`src/rtl/uart_cmd_ctrl_pkg.sv`:
```
// ----------------------------------------------------------------------------
// uart_cmd_ctrl_pkg
// Shared definitions for the UART command sequencer: FSM state encoding,
// error cause codes, CMD byte field positions, the default frame start marker
// and small helper functions for the frame checksum and saturating counters.
// ----------------------------------------------------------------------------
package uart_cmd_ctrl_pkg;

   typedef enum logic [2:0] {
      ST_IDLE  = 3'd0,
      ST_CMD   = 3'd1,
      ST_DHI   = 3'd2,
      ST_DLO   = 3'd3,
      ST_CHK   = 3'd4,
      ST_WRITE = 3'd5
   } state_e;

   localparam logic [1:0] ERR_CHK     = 2'd0;
   localparam logic [1:0] ERR_TIMEOUT = 2'd1;
   localparam logic [1:0] ERR_BADCMD  = 2'd2;
   localparam logic [1:0] ERR_OVERRUN = 2'd3;

   localparam int CMD_WRITE_BIT = 7;
   localparam int CMD_ADDR_MSB  = 3;
   localparam int CMD_ADDR_LSB  = 0;

   localparam logic [7:0] DEFAULT_SYNC_BYTE = 8'hA5;

   // Frame checksum: XOR of the three payload bytes.
   function automatic logic [7:0] frame_chk(input logic [7:0] cmd,
                                            input logic [7:0] dhi,
                                            input logic [7:0] dlo);
      return cmd ^ dhi ^ dlo;
   endfunction

   // 8-bit increment that sticks at 255.
   function automatic logic [7:0] sat_inc8(input logic [7:0] v);
      return (v == 8'hFF) ? v : (v + 8'd1);
   endfunction

endpackage

```
`src/rtl/uart_cmd_ctrl_byte_timeout.sv`:
```
// ----------------------------------------------------------------------------
// byte_timeout
// Counts idle cycles while enabled. `expired` is high during the cycle in
// which the TIMEOUT_CYCLES-th consecutive idle cycle elapses.
// Ports:
//   clk_i, rst_ni : clock, async active-low reset
//   clear         : restart the count (accepted byte or not in a timed state)
//   enable        : count only while high
//   expired       : timeout reached this cycle
// ----------------------------------------------------------------------------
module byte_timeout #(
   parameter int TIMEOUT_CYCLES = 270000
) (
   input  logic clk_i,
   input  logic rst_ni,
   input  logic clear,
   input  logic enable,
   output logic expired
);

   localparam int              CW   = $clog2(TIMEOUT_CYCLES + 1);
   localparam logic [CW-1:0]   LAST = CW'(TIMEOUT_CYCLES - 1);

   logic [CW-1:0] r_cnt;

   // The counter value equals the number of idle cycles already completed,
   // so the current cycle is the last allowed one when it reads LAST.
   assign expired = enable && (r_cnt == LAST);

   // Idle-cycle counter; holds at LAST until the owner leaves the timed state.
   always_ff @(posedge clk_i or negedge rst_ni) begin
      if (!rst_ni) begin
         r_cnt <= {CW{1'b0}};
      end else if (clear || !enable) begin
         r_cnt <= {CW{1'b0}};
      end else if (r_cnt != LAST) begin
         r_cnt <= r_cnt + CW'(1);
      end else begin
         r_cnt <= r_cnt;
      end
   end

endmodule

```
`src/rtl/uart_cmd_ctrl.sv`:
```
// ----------------------------------------------------------------------------
// uart_cmd_ctrl
// Parses 5-byte frames (SYNC, CMD, DHI, DLO, CHK) from the debug UART byte
// stream and issues one handshaked register write per valid frame. Reports
// checksum, timeout, bad-command and overrun errors as one-cycle pulses.
// Ports:
//   clk_i, rst_ni          : clock, async active-low reset
//   rx_data_i, rx_valid_i  : received byte and its one-cycle strobe
//   reg_we_o/addr_o/wdata_o: write request held until reg_ready_i
//   reg_ready_i            : write accepted when high with reg_we_o
//   err_o, err_code_o      : one-cycle error pulse and its cause
//   ok_cnt_o               : completed writes (wraps)
//   err_cnt_o              : error pulses (saturates at 255)
// ----------------------------------------------------------------------------
module uart_cmd_ctrl
   import uart_cmd_ctrl_pkg::*;
#(
   parameter int         TIMEOUT_CYCLES = 270000,
   parameter logic [7:0] SYNC_BYTE      = DEFAULT_SYNC_BYTE
) (
   input  logic        clk_i,
   input  logic        rst_ni,
   input  logic [7:0]  rx_data_i,
   input  logic        rx_valid_i,
   output logic        reg_we_o,
   output logic [3:0]  reg_addr_o,
   output logic [15:0] reg_wdata_o,
   input  logic        reg_ready_i,
   output logic        err_o,
   output logic [1:0]  err_code_o,
   output logic [7:0]  ok_cnt_o,
   output logic [7:0]  err_cnt_o
);

   state_e      r_state;
   logic [7:0]  r_cmd;
   logic [7:0]  r_dhi;
   logic [7:0]  r_dlo;
   logic        r_we;
   logic [3:0]  r_addr;
   logic [15:0] r_wdata;
   logic        r_err;
   logic [1:0]  r_err_code;
   logic [7:0]  r_ok_cnt;
   logic [7:0]  r_err_cnt;

   logic        w_timed;
   logic        w_tmo_clear;
   logic        w_expired;

   // Every entry into a timed state is caused by a byte, so clearing on each
   // accepted byte also restarts the count on state entry.
   assign w_timed     = (r_state == ST_CMD) || (r_state == ST_DHI) ||
                        (r_state == ST_DLO) || (r_state == ST_CHK);
   assign w_tmo_clear = rx_valid_i || !w_timed;

   byte_timeout #(
      .TIMEOUT_CYCLES(TIMEOUT_CYCLES)
   ) u_byte_timeout (
      .clk_i  (clk_i),
      .rst_ni (rst_ni),
      .clear  (w_tmo_clear),
      .enable (w_timed),
      .expired(w_expired)
   );

   // Frame FSM with payload latches, registered outputs and counters.
   always_ff @(posedge clk_i or negedge rst_ni) begin
      if (!rst_ni) begin
         r_state    <= ST_IDLE;
         r_cmd      <= 8'h00;
         r_dhi      <= 8'h00;
         r_dlo      <= 8'h00;
         r_we       <= 1'b0;
         r_addr     <= 4'h0;
         r_wdata    <= 16'h0000;
         r_err      <= 1'b0;
         r_err_code <= 2'd0;
         r_ok_cnt   <= 8'h00;
         r_err_cnt  <= 8'h00;
      end else begin
         r_err <= 1'b0;
         // A byte arriving on the expiry cycle takes priority over the timeout.
         if (w_expired && !rx_valid_i) begin
            r_err      <= 1'b1;
            r_err_code <= ERR_TIMEOUT;
            r_err_cnt  <= sat_inc8(r_err_cnt);
            r_state    <= ST_IDLE;
         end else begin
            case (r_state)
               ST_IDLE: begin
                  if (rx_valid_i && (rx_data_i == SYNC_BYTE)) begin
                     r_state <= ST_CMD;
                  end
               end
               ST_CMD: begin
                  if (rx_valid_i) begin
                     r_cmd <= rx_data_i;
                     if (rx_data_i[CMD_WRITE_BIT]) begin
                        r_state <= ST_DHI;
                     end else begin
                        r_err      <= 1'b1;
                        r_err_code <= ERR_BADCMD;
                        r_err_cnt  <= sat_inc8(r_err_cnt);
                        r_state    <= ST_IDLE;
                     end
                  end
               end
               ST_DHI: begin
                  if (rx_valid_i) begin
                     r_dhi   <= rx_data_i;
                     r_state <= ST_DLO;
                  end
               end
               ST_DLO: begin
                  if (rx_valid_i) begin
                     r_dlo   <= rx_data_i;
                     r_state <= ST_CHK;
                  end
               end
               ST_CHK: begin
                  if (rx_valid_i) begin
                     if (frame_chk(r_cmd, r_dhi, r_dlo) == rx_data_i) begin
                        r_we    <= 1'b1;
                        r_addr  <= r_cmd[CMD_ADDR_MSB:CMD_ADDR_LSB];
                        r_wdata <= {r_dhi, r_dlo};
                        r_state <= ST_WRITE;
                     end else begin
                        r_err      <= 1'b1;
                        r_err_code <= ERR_CHK;
                        r_err_cnt  <= sat_inc8(r_err_cnt);
                        r_state    <= ST_IDLE;
                     end
                  end
               end
               ST_WRITE: begin
                  // Bytes during a pending write are dropped; the write itself
                  // is untouched.
                  if (rx_valid_i) begin
                     r_err      <= 1'b1;
                     r_err_code <= ERR_OVERRUN;
                     r_err_cnt  <= sat_inc8(r_err_cnt);
                  end
                  if (reg_ready_i) begin
                     r_we     <= 1'b0;
                     r_ok_cnt <= r_ok_cnt + 8'd1;
                     r_state  <= ST_IDLE;
                  end
               end
               default: begin
                  r_we    <= 1'b0;
                  r_state <= ST_IDLE;
               end
            endcase
         end
      end
   end

   assign reg_we_o    = r_we;
   assign reg_addr_o  = r_addr;
   assign reg_wdata_o = r_wdata;
   assign err_o       = r_err;
   assign err_code_o  = r_err_code;
   assign ok_cnt_o    = r_ok_cnt;
   assign err_cnt_o   = r_err_cnt;

endmodule

```
`config.mk`:
```
export PLATFORM = sky130hd
export DESIGN_NAME = uart_cmd_ctrl
export DESIGN_NICKNAME = d
export VERILOG_FILES = /design/src/rtl/uart_cmd_ctrl_pkg.sv /design/src/rtl/uart_cmd_ctrl_byte_timeout.sv /design/src/rtl/uart_cmd_ctrl.sv
export SDC_FILE = /design/constraint.sdc
export NUM_CORES = 1
export LEC_CHECK = 0
export ABC_CLOCK_PERIOD_IN_PS = 3000
export CAP_MARGIN = 0
export CORE_MARGIN = 5
export CORE_UTILIZATION = 40
export CTS_BUF_LIST = sky130_fd_sc_hd__clkbuf_4
export CTS_CLUSTER_DIAMETER = 30
export DETAILED_ROUTE_END_ITERATION = 10
export DONT_BUFFER_PORTS = 1
export GPL_ROUTABILITY_DRIVEN = 0
export HOLD_SLACK_MARGIN = 0.08
export MAX_ROUTING_LAYER = met4
export PLACE_DENSITY = 0.65
export SLEW_MARGIN = 5
export SYNTH_ARGS = -nofsm -noshare
export SYNTH_HDL_FRONTEND = slang
export SYNTH_SLANG_ARGS = --single-unit
```
`constraint.sdc`:
```
create_clock -name clk_i -period 3 [get_ports clk_i]
set_input_delay 0.6 -clock clk_i [delete_from_list [all_inputs] [get_ports clk_i]]
set_output_delay 0.6 -clock clk_i [all_outputs]
set_load 0.01 [all_outputs]
```
Word-level counts from Yosys, hierarchy flattened:

Index checks and enable logic that the tools add are counted.

* bits in registers: 86
* input port bits: 12
* output and inout port bits: 40
* logic and storage cells: 101

* reduce and logical (&&, ||, !) cells: 22
* multiplexer cells: 38
* $add $sub $neg: 3
* bitwise logic cells: 4
* equal/unequal tests: 22

Operators by type and width (number)
* 8-bit two-way mux: 7
* 19-bit two-way mux: 2
* 3-bit two-way mux: 8
* 8-bit one-hot mux with 3 select lines: 1
* 19-bit by 1-bit adder with 19-bit output, second input constant: 1
* 19-bit == test, second input constant: 1
* 19-bit inequality test, second input constant: 1
* 3-bit one-hot mux with 6 select lines: 1
* 8-bit by 1-bit adder with 8-bit output, second input constant: 2
* 8-bit == test, second input constant: 2
* 8-bit bitwise XOR: 2
* 3-bit by 2-bit inequality test with 1-bit output, second input constant: 5
* 2-bit two-way mux: 7
* 3-bit inequality test, second input constant: 4
* 3-bit AND reduction: 4
* 6-bit AND reduction: 2
* 1-bit two-way mux: 9
* 8-bit == test: 1
* 3-bit by 2-bit == test with 1-bit output, second input constant: 2
* 3-bit == test, second input constant: 2
* 1-bit one-hot mux with 3 select lines: 2
* 2-bit one-hot mux with 3 select lines: 1
* 1-bit logical OR: 5
* 5-bit AND reduction: 1
* 11 further kinds: 16

Logic depth before layout (Yosys ltp):

Gate-level depths: netlist (run 1).

* depth in word-level cells: 8
* gate-level depth with buffers: 9
* mapped depth without buffers: 7

By module:

Synthesis (run 1) repeated with hierarchy kept, for this count alone.

* cells, all modules: 355
* area total of the unflattened synthesis: 4227.8 um2

By module, submodules not included
* uart_cmd_ctrl: area an instance 3179.3 um2, seq. area each 1676.6 um2, instances 1, cells each 245
* byte_timeout: area an instance 1048.5 um2, seq. area each 475.5 um2, instances 1, cells each 110

Least setup slack after synthesis (run 1):

Ideal clock, no wire load.

* path type: input-to-reg
* from: input rx_data_i[7]
* to: register r_err_cnt[6] (netlist: err_cnt_o[6])
* buffers on the path: 2
* setup slack: 0.861 ns
* arrival: 2.014 ns
* required time: 2.875 ns
* library setup time: 0.125 ns
* stages on the path: 8
* path through: buf_2 -> xnor2_2 -> xnor2_1 -> nor4_2 -> and3_1 -> buf_6 -> nor3_1 -> mux2_4

* longest elaborated chain between the ends: 3
* elaborated cells between the ends (all ways): 4
* those cells by class: 3 x eq/ne; 1 x reduce/logical

RTL lines
* from (decl): RTL line uart_cmd_ctrl.sv:23 `input logic [7:0] rx_data_i,`
* 8-bit == test: RTL line uart_cmd_ctrl.sv:123 `if (frame_chk(r_cmd, r_dhi, r_dlo) == rx_data_i) begin`
* 3-bit inequality test (no line)
* 6-bit AND reduction (no line) *
* to (signal assigned): RTL line uart_cmd_ctrl.sv:104 `r_err_cnt <= sat_inc8(r_err_cnt);`
* to (signal assigned): RTL line uart_cmd_ctrl.sv:131 `r_err_cnt <= sat_inc8(r_err_cnt);`
* to (signal assigned): RTL line uart_cmd_ctrl.sv:142 `r_err_cnt <= sat_inc8(r_err_cnt);`
* to (decl): RTL line uart_cmd_ctrl.sv:45 `logic [7:0] r_err_cnt;`

Every way passes the cells marked *; elsewhere a longest branch is shown, timed or not.
A chain may end at the register's enable or synchronous reset.

Final worst setup path (run 1):

* from: register u_byte_timeout.r_cnt[0]
* to: register r_err_cnt[7] (netlist: err_cnt_o[7])

* longest elaborated chain between the ends: 5
* elaborated cells between the ends (all ways): 11
* those cells by class: 6 x eq/ne; 1 x mux; 4 x reduce/logical

RTL lines
* from (decl): RTL line uart_cmd_ctrl_byte_timeout.sv:24 `logic [CW-1:0] r_cnt;`
* from (signal assigned): RTL line uart_cmd_ctrl_byte_timeout.sv:33 `r_cnt <= {CW{1'b0}};`
* from (signal assigned): RTL line uart_cmd_ctrl_byte_timeout.sv:35 `r_cnt <= {CW{1'b0}};`
* from (signal assigned): RTL line uart_cmd_ctrl_byte_timeout.sv:37 `r_cnt <= r_cnt + CW'(1);`
* 19-bit == test *: RTL line uart_cmd_ctrl_byte_timeout.sv:28 `assign expired = enable && (r_cnt == LAST);`
* 1-bit logical AND *: RTL line uart_cmd_ctrl_byte_timeout.sv:28
* 1-bit logical AND *: RTL line uart_cmd_ctrl.sv:84 `if (w_expired && !rx_valid_i) begin`
* 3-bit inequality test (no line), or another cell as far along
* 6-bit AND reduction (no line)
* to (signal assigned): RTL line uart_cmd_ctrl.sv:87 `r_err_cnt <= sat_inc8(r_err_cnt);`
* to (signal assigned): RTL line uart_cmd_ctrl.sv:104
* to (signal assigned): RTL line uart_cmd_ctrl.sv:131

Marked as above.

==> impl_metrics.env, run 1 <==
export IMPL_wl_per_cell_um=15.53
export IMPL_synth_nets=409
export IMPL_drt_iter0_markers=117
export IMPL_r2r_start="u_byte_timeout.r_cnt[0]"
export IMPL_slew_headroom=0.5901
export IMPL_cts_resized=0
export IMPL_r2r_end="err_cnt_o[7]"
export IMPL_antenna_found_initial=0
export IMPL_crit_type="flip-flop to flip-flop"
export IMPL_clock_fmax_ghz=0.4396
export IMPL_cts_root_buf="clkbuf_4"
export IMPL_rows=37
export IMPL_p_leak_nw=1.967
export IMPL_hold_viol_final=0
export IMPL_finalCritPeriodShare=0.7583
export IMPL_cpPeakStageDelay_ps=400
export IMPL_crit_fanout=8
export IMPL_synth_edf_count=0
export IMPL_cts_setup_buffers=0
export IMPL_yosysWarnings=0
export IMPL_post_route_min_period_ps=2275
export IMPL_power_mw=3.444
export IMPL_grt_max_degree=87
export IMPL_ios=52
export IMPL_reg2reg_depth=7
export IMPL_synth_avg_cell_area_sq_um=10.48
export IMPL_crit_end="err_cnt_o[7]"
export IMPL_ys_seq_elements=86
export IMPL_drtAntennaViolNets=0
export IMPL_die_h_um=111.6
export IMPL_ir_drop_mv=0.4615
export IMPL_drive_above_1_share=0.1454
export IMPL_drt_wl_total_um=8309
export IMPL_cts_sinks=86
export IMPL_dpl_hpwl_um=5820
export IMPL_worstPathArrival_ps=2600
export IMPL_dr_pass1_iters=4
export IMPL_track_usage=0.1430
export IMPL_pwr_share_comb=0.300
export IMPL_vias=2745
export IMPL_power_frac_seq=0.512
export IMPL_drv_cap=0
export IMPL_die_area_sq_um=12460
export IMPL_grt_pass1_wl_um=14120
export IMPL_pwr_share_clk=0.188
export IMPL_rsz0062_at_grt="no"
export IMPL_finalSetupTns_ps=0
export IMPL_startpoint="u_byte_timeout.r_cnt[0]"
export IMPL_fillerInstances=996
export IMPL_syn_to_final_growth_pct=7.119
export IMPL_synth_ff_type="dfrtp_1"
export IMPL_start_util=0.4055
export IMPL_crit_chain="ha_1, and3_1, nand4_1, o32ai_2, nor2_2, nor4_2, mux2_1"
export IMPL_fin_worst_skew_ps=15.04
export IMPL_core_sq_um=10180
export IMPL_htreeDepth=3
export IMPL_ys_seq_area_frac=0.5211
export IMPL_ys_async_sr_fraction=1.000
export IMPL_netlist_area_sq_um=4130
export IMPL_num_antenna_cells=0
export IMPL_crit_required_ps=3320
export IMPL_swShare=0.3510
export IMPL_grt_pass1_vias=2806
export IMPL_cts_clk_slew_worst_paths_ps=140
export IMPL_status="finished clean"
export IMPL_p_switching_mw=1.209
export IMPL_cts_tree="built"
export IMPL_synthCells=394
export IMPL_drc=0
export IMPL_fp_dieW_um=111.6
export IMPL_final_max_slew_viol_count=0
export IMPL_final_nets=409
export IMPL_max_slew_worst_pin_slew_ps=612.6
export IMPL_worst_setup_path_start_kind="flip-flop"
export IMPL_p_int_mw=2.235
export IMPL_grt_overflow_total=0
export IMPL_ys_types=47
export IMPL_viasPerCell=5.131
export IMPL_power_density_nw_per_um2=778.4
export IMPL_finalSetupViolCount=0
export IMPL_hold_class="input pin to flip-flop"
export IMPL_cp_slowest_cell="dfrtp_1"
export IMPL_port_buffers=0
export IMPL_clk_insertion_delay_late_ps=430
export IMPL_end_kind="flip-flop"
export IMPL_clk_path_buf_depth=2
export IMPL_r2r_setup_slack_ps=730
export IMPL_cts_buffers=9
[placed cells by master, fill, tap and decap left out, drive strengths merged, types with 2 or more instances in the layout]
cell	Yosys	final
or3	2	2
clkinv	0	4
a211oi	2	2
nor4	6	6
inv	2	2
buf	6	4
a21oi	6	6
xor2	26	26
nor2b	5	5
nand3	13	13
nor4b	6	6
mux2	29	29
dfrtp	86	86
ha	3	3
clkbuf	10	10
nand2	84	84
nor3	9	9
xnor2	24	24
nand4	8	8
nor2	32	32
o21ai	6	6
and3	11	11
[cell type report]
class                   instances  area (sq um)  share of cell area
flip-flops and latches         86          2152              0.4864
clock inverters                 6         62.56             0.01414
well taps                     136         170.2             0.03846
inverters                       2         7.507            0.001697
clock buffers                  10         75.07             0.01697
repair buffers                  5         60.06             0.01357
multi-input cells             290          1897              0.4287
[flip-flops by register name, indices dropped and copies added, names as in the netlist, 4 cells and up]
name / flops
ok_cnt_o: 8
reg_addr_o: 4
u_byte_timeout.r_cnt: 19
reg_wdata_o: 16
err_cnt_o: 8
r_cmd: 8
r_dhi: 8
r_dlo: 8
[metrics by stage]
stage	std cells	setup WS, ps	instance area (sq um)	utilization	hold slack [ps]
floorplan	394	860.6	4130	-	304.4
detailed placement	517	653.1	4249	0.4172	306.7
global route	535	573.6	4424	0.4344	264.6
global placement	517	695.3	4249	0.4172	306.7
finish	535	725.2	4424	0.4344	303.8
CTS	535	733.9	4424	0.4344	271.7
[repair_timing]
action,CTS,global route
setup endpoints to repair,0,0
endpoints found under the hold margin,86,0
hold buffers,2,0
[layer usage]
layer | track usage | up-vias | wire (um)
li1 | - | 1338 | -
met1 | 0.1720 | 1333 | 3640
met2 | 0.2288 | 63 | 3997
met3 | 0.04946 | 11 | 560
met4 | 0.04136 | 0 | 111
met5 | - | - | 0
[worst max-delay path: cells and delay by family (launching register included)]
| kind | cells | cell delay (ps) |
|---|---|---|
| multiplexers | 1 | 340 |
| adder cells (fa/ha/maj) | 1 | 220 |
| AO/OA/AOI/OAI | 1 | 330 |
| flip-flops | 1 | 400 |
| AND/OR/NAND/NOR | 4 | 880 |
[Yosys cell counts, types with 3 or more instances]
cell,n,area share
nand3_1,13,0.016
nand4_1,8,0.012
clkbuf_1,10,0.0091
dfrtp_1,86,0.52
buf_2,5,0.0061
nor2b_1,5,0.0076
xor2_1,26,0.055
o21ai_0,6,0.0073
mux2_4,3,0.011
nor3_1,8,0.0097
xnor2_1,23,0.049
nor2_1,30,0.027
a21oi_1,6,0.0073
and3_1,11,0.017
mux2_2,25,0.068
ha_1,3,0.0091
nand2_1,84,0.076
nor4_2,4,0.012
nor4b_1,5,0.011
[power by group through the flow]
stage               logic, mW  registers, mW  clock network (mW)
floorplan               0.908           1.69                   0
global placement        0.981           1.78                   0
detailed placement       1.01           1.80                   0
CTS                      1.04           1.77               0.680
global route             1.15           1.81               0.734
finish                   1.03           1.76               0.647
[worst min-delay path by stage]
stage	slack (ps)	endpoint	startpoint	cells after the start
after floorplan	300	err_cnt_o[0]	rst_ni	0
after global placement	310	u_byte_timeout.r_cnt[12]	rst_ni	0
after detailed placement	310	u_byte_timeout.r_cnt[12]	rst_ni	0
after CTS	270	r_dlo[0]	rx_data_i[0]	1
after global routing	260	r_dlo[2]	rx_data_i[2]	1
final	300	r_dlo[0]	rx_data_i[0]	1
[cell families after synthesis]
logic type               share of synthesized area
buffers and inverters                      0.01969
multiplexers                               0.08422
AO/OA/AOI/OAI                              0.03636
AND/OR/NAND/NOR                             0.2218
adder cells (fa/ha/maj)                   0.009089
XOR/XNOR                                    0.1078
flip-flops                                  0.5211
Power figures use the tool's default switching activity.
==> run 2: changes to the inputs <==
--- a/config.mk
+++ b/config.mk
@@ -5,7 +5,7 @@
 export SDC_FILE = /design/constraint.sdc
 export NUM_CORES = 1
 export LEC_CHECK = 0
-export ABC_CLOCK_PERIOD_IN_PS = 3000
+export ABC_CLOCK_PERIOD_IN_PS = 1840
 export CAP_MARGIN = 0
 export CORE_MARGIN = 5
 export CORE_UTILIZATION = 40
@@ -16,7 +16,7 @@
 export GPL_ROUTABILITY_DRIVEN = 0
 export HOLD_SLACK_MARGIN = 0.08
 export MAX_ROUTING_LAYER = met4
-export PLACE_DENSITY = 0.65
+export PLACE_DENSITY = 0.67
 export SLEW_MARGIN = 5
 export SYNTH_ARGS = -nofsm -noshare
 export SYNTH_HDL_FRONTEND = slang
==> constraint.sdc (replaced) <==
create_clock -name clk_i -period 1.84 [get_ports clk_i]
set_input_delay 0.368 -clock clk_i [delete_from_list [all_inputs] [get_ports clk_i]]
set_output_delay 0.368 -clock clk_i [all_outputs]
set_load 0.01 [all_outputs]
==> run 2 against run 1 <==
Against the previous run: the run now ends with hold timing, setup timing left; clock power grew 84%; critical path depth shrank 1; cell area grew 18%; final cell count grew 13%; critical endpoint is now err_cnt_o[4]; sequential share of layout area shrank 7.3 points; non-clock buffer count grew 72; routed wire length grew 13%; die area is the same.
==> impl_metrics.env, run 2 (synthesis gave the netlist of run 1 again) <==
export IMPL_status="finished with violations"
export IMPL_violations="hold timing, setup timing"
export IMPL_grt_overflow_total=0
export IMPL_core_sq_um=10180
export IMPL_worst_setup_path_start_kind="flip-flop"
export IMPL_dpl_hpwl_um=6372
export IMPL_final_common_cell="dfrtp_1"
export IMPL_power_mw=6.497
export IMPL_pre_cts_ws_ps=-172.3
export IMPL_holdWs_ps=-385.8
export IMPL_drt_wl_total_um=9377
export IMPL_die_area_sq_um=12460
export IMPL_ir_drop_mv=0.9838
export IMPL_slew_headroom=0.7141
export IMPL_drv_cap=0
export IMPL_clk_path_buf_depth=2
export IMPL_cts_clk_slew_worst_paths_ps=120
export IMPL_max_slew_worst_pin_slew_ps=427.3
export IMPL_final_cell_mix="dfrtp_1, nand2_1, buf_4"
export IMPL_grt_pass1_wl_um=15660
export IMPL_finalSetupTns_ps=-1649
export IMPL_clk_insertion_delay_late_ps=430
export IMPL_num_antenna_cells=0
export IMPL_fp_dieW_um=111.6
export IMPL_largest_reg_flops=19
export IMPL_cts_root_buf="clkbuf_4"
export IMPL_clock_fmax_ghz=0.4864
export IMPL_hold_viol_final=86
export IMPL_crit_fanout=8
export IMPL_highest_layer="met4"
export IMPL_met1_length_um=3969
export IMPL_antenna_found_initial=0
export IMPL_hold_class="input pin to async pin"
export IMPL_die_h_um=111.6
export IMPL_crit_type="flip-flop to flip-flop"
export IMPL_end_kind="flip-flop"
export IMPL_drt_iter0_markers=126
export IMPL_dp_cells=577
export IMPL_rows=37
export IMPL_syn_to_final_growth_pct=26.08
export IMPL_cts_buffers=9
export IMPL_htreeDepth=3
export IMPL_drive_above_1_share=0.3340
export IMPL_power_density_nw_per_um2=1248
export IMPL_cts_sinks=86
export IMPL_port_buffers=0
export IMPL_crit_required_ps=2200
export IMPL_viasPerCell=5.054
export IMPL_setup_slack_ps=-215.9
export IMPL_fin_worst_skew_ps=15.53
export IMPL_wl_met3_um=568
export IMPL_rsz0062_at_grt="yes"
export IMPL_wl_per_cell_um=15.47
export IMPL_final_max_slew_viol_count=0
export IMPL_finalCritPeriodShare=1.117
export IMPL_finalSetupViolCount=10
export IMPL_top_register="u_byte_timeout.r_cnt"
export IMPL_drc=0
export IMPL_dr_wl_met2_um=4710
export IMPL_drtAntennaViolNets=0
export IMPL_p_leak_nw=2.385
export IMPL_dr_pass1_iters=4
export IMPL_track_usage=0.1592
export IMPL_post_route_min_period_ps=2056
export IMPL_final_cells=606
export IMPL_ios=52
export IMPL_worstPathArrival_ps=2410
export IMPL_final_nets=481
export IMPL_start_util=0.4055
export IMPL_vias=3063
export IMPL_grt_pass1_vias=3266
export IMPL_cts_tree="built"
export IMPL_grt_max_degree=87
run 2: cell type report:
type                    instances  area [sq um]
repair buffers                 77         651.9
clock buffers                  11         82.58
multi-input cells             290          2069
clock inverters                 4         72.57
well taps                     136         170.2
fillers                       914          4977
flip-flops and latches         86          2153
inverters                       2         7.507
run 2: final timing paths:
| path | to | depth (start not counted) | start | slack, ps |
|---|---|---|---|---|
| max reg2reg | err_cnt_o[4] | 6 | u_byte_timeout.r_cnt[13] | -220 |
| min in group clk_i | err_code_o[0] | 2 | rx_valid_i | 130 |
| max | err_cnt_o[4] | 6 | u_byte_timeout.r_cnt[13] | -220 |
| max in group asynchronous | r_dhi[4] | 0 | rst_ni | 2120 |
| min reg2reg | r_cmd[4] | 1 | r_cmd[4] | 550 |
| min | u_byte_timeout.r_cnt[8] | 0 | rst_ni | -390 |
run 2: per-stage QoR:
step | cell area [sq um] | utilization
final | 5207 | 0.5113
after global routing | 5207 | 0.5113
after CTS | 5030 | 0.4939
after detailed placement | 4762 | 0.4676
after global placement | 4762 | 0.4676
after floorplan | 4168 | -
run 2: timing repair:
action / CTS / global route
buffers inserted: 0 / 4
endpoints found under the setup margin: 11 / 38
gates resized for setup: 6 / 38
hold endpoints to repair: 110 / 87
hold buffers: 8 / 1
pin swaps: 12 / 10
cloned: 0 / 1
run 2: layer usage:
metal	vias up	GRT usage
met1	1500	0.1857
li1	1475	-
met3	12	0.05000
met2	76	0.2630
met4	0	0.05109
met5	-	-
run 2: power breakdown:
part	total, mW	switching [mW]	internal (mW)
registers	2.76	0.432	2.33
clock network	1.19	0.614	0.573
logic	2.55	1.11	1.44
run 2: worst max-delay path, stage by stage, from the launching register on:
cell and delay (ps):
dfrtp_1 430, nor4bb_1 350, nand3_2 160, nor4_4 360, nor2_4 120, nor4b_1 380, xor2_1 190
==> run 3: changes to the inputs <==
--- a/config.mk
+++ b/config.mk
@@ -7,7 +7,7 @@
 export LEC_CHECK = 0
 export ABC_CLOCK_PERIOD_IN_PS = 1840
 export CAP_MARGIN = 0
-export CORE_MARGIN = 5
+export CORE_MARGIN = 3
 export CORE_UTILIZATION = 40
 export CTS_BUF_LIST = sky130_fd_sc_hd__clkbuf_4
 export CTS_CLUSTER_DIAMETER = 30
==> run 3 against run 2 <==
Against the previous run: cell area grew 3.8%; worst hold slack lost 5.9 ps; total power grew 0.94%; largest cell class unchanged; fmax is essentially flat; the flow still finishes with violations (hold timing, setup timing); sequential power is essentially flat; first-iteration DRC count grew 7.1%; critical path depth grew 1; setup slack lost 1.3 ps; clock skew grew 1.5 ps; final cell count grew 1.8%; clock-buffer cell count shrank 2.
==> impl_metrics.env, run 3 (synthesis gave the netlist of run 1 again) <==
export IMPL_status="finished with violations"
export IMPL_violations="hold timing, setup timing"
export IMPL_power_density_nw_per_um2=1213
export IMPL_final_nets=494
export IMPL_viasPerCell=5.068
export IMPL_grt_pass1_wl_um=15790
export IMPL_cts_clk_slew_worst_paths_ps=150
export IMPL_drive_above_1_share=0.3450
export IMPL_p_leak_nw=2.492
export IMPL_grt_overflow_total=0
export IMPL_finalSetupViolCount=17
export IMPL_clk_insertion_delay_late_ps=430
export IMPL_drtAntennaViolNets=0
export IMPL_clk_path_buf_depth=2
export IMPL_crit_required_ps=2160
export IMPL_rsz0062_at_grt="yes"
export IMPL_end_kind="flip-flop"
export IMPL_pwr_share_comb=0.406
export IMPL_final_common_cell="dfrtp_1"
export IMPL_placed_cell_area_sq_um=4853
export IMPL_htreeDepth=3
export IMPL_r2r_setup_slack_ps=-220
export IMPL_ir_drop_mv=0.8397
export IMPL_core_sq_um=9910
export IMPL_setup_slack_ps=-217.2
export IMPL_fillerInstances=870
export IMPL_ios=52
export IMPL_syn_to_final_growth_pct=30.93
export IMPL_dr_pass1_iters=4
export IMPL_grt_pass1_vias=3307
export IMPL_crit_fanout=8
export IMPL_track_usage=0.1763
export IMPL_holdWs_ps=-391.7
export IMPL_die_area_sq_um=11580
export IMPL_p_int_mw=4.257
export IMPL_swShare=0.3509
export IMPL_worst_setup_path_start_kind="flip-flop"
export IMPL_dpl_hpwl_um=6543
export IMPL_fp_dieW_um=107.6
export IMPL_rows=36
export IMPL_grt_max_degree=87
export IMPL_antenna_found_initial=0
export IMPL_clock_fmax_ghz=0.4861
export IMPL_post_route_min_period_ps=2057
export IMPL_cts_buffers=9
export IMPL_largest_reg_flops=19
export IMPL_max_slew_worst_pin_slew_ps=614.3
export IMPL_cts_tree="built"
export IMPL_top_register="u_byte_timeout.r_cnt"
export IMPL_finalCritPeriodShare=1.118
export IMPL_final_max_slew_viol_count=0
export IMPL_p_switching_mw=2.302
export IMPL_cts_sinks=86
export IMPL_power_mw=6.559
export IMPL_cts_root_buf="clkbuf_4"
export IMPL_hold_class="input pin to async pin"
export IMPL_drt_iter0_markers=135
export IMPL_start_util=0.4168
export IMPL_fin_worst_skew_ps=17.07
export IMPL_port_buffers=0
export IMPL_power_frac_seq=0.421
export IMPL_drt_wl_total_um=9831
export IMPL_drv_cap=0
export IMPL_wl_per_cell_um=15.93
export IMPL_num_antenna_cells=0
export IMPL_pwr_share_clk=0.173
export IMPL_vias=3127
export IMPL_reg2reg_depth=7
export IMPL_slew_headroom=0.5890
export IMPL_crit_type="flip-flop to flip-flop"
export IMPL_final_cell_mix="dfrtp_1, nand2_1, buf_4"
export IMPL_drc=0
export IMPL_fin_area_sq_um=5408
export IMPL_worstPathArrival_ps=2380
export IMPL_cts_hold_buffers=8
export IMPL_hold_viol_final=86
export IMPL_die_h_um=107.6
-- run 3: changes by cell type in the layout (fill, tap and decap cells not counted), moves of 3 or more --
cell,delta
inv_6,+3
nand2_1,+10
buf_6,+3
buf_4,+7
nor3_2,-3
nand2_2,-10
-- run 3: worst paths after layout --
| check | startpoint | end |
|---|---|---|
| min in group clk_i | reg_ready_i | reg_we_o |
| min reg2reg | r_cmd[4] | r_cmd[4] |
| max in group asynchronous | rst_ni | r_cmd[7] |
| max reg2reg | u_byte_timeout.r_cnt[16] | err_cnt_o[1] |
| min | rst_ni | u_byte_timeout.r_cnt[9] |
| max | u_byte_timeout.r_cnt[16] | err_cnt_o[1] |
-- run 3: metrics by stage --
stage / instances / utilization / TNS (ps) / setup WS [ps]
after floorplan: 394 / - / -475.1 / -131.8
after global placement: 585 / 0.4898 / -717.2 / -131.4
after detailed placement: 585 / 0.4898 / -1711 / -224.1
after CTS: 611 / 0.5239 / -1166 / -166.0
after global routing: 617 / 0.5457 / -4816 / -264.2
final: 617 / 0.5457 / -1565 / -217.2
-- run 3: layout make-up --
type                       count  area [sq um]  area share
clock inverter                 7         78.83     0.01458
sequential                    86          2153      0.3982
timing repair buffer          90         803.3      0.1485
tap                          133         166.4     0.03077
inverter                       2         7.507    0.001388
clock buffer                   9         67.56     0.01249
multi-input combinational    290          2131      0.3940
-- run 3: per-layer routing --
metal / vias up / track usage / routed length (um) / share of wire
met2: 52 / 0.2913 / 5074 / 0.52
li1: 1512 / - / - / -
met5: - / - / 0 / 0
met1: 1557 / 0.2188 / 4274 / 0.43
met4: 0 / 0.04599 / 68 / 0.0069
met3: 6 / 0.04199 / 414 / 0.042
-- run 3: critical path: stages (launching register included) --
cell	delay, ps
dfrtp_1	440
buf_6	130
nor4b_4	280
nand2_2	120
o32ai_4	300
nor2_4	140
nor3_4	220
mux2_4	310
-- run 3: timing repair --
action / in CTS / in global routing
gates cloned: 1 / 1
hold endpoints to repair: 110 / 86
buffers inserted: 2 / 7
setup endpoints to repair: 18 / 42
pin swaps: 10 / 17
gates resized for setup: 15 / 38
-- run 3: power groups by stage --
| stage | combinational (mW) | sequential [mW] | clock (mW) |
|---|---|---|---|
| 2_1_floorplan | 1.50 | 2.75 | 0 |
| 3_3_place_gp | 2.36 | 2.76 | 0 |
| 3_5_place_dp | 2.44 | 2.79 | 0 |
| 4_1_cts | 2.55 | 2.75 | 1.18 |
| 5_1_grt | 2.89 | 2.83 | 1.26 |
| 6_report | 2.66 | 2.76 | 1.14 |
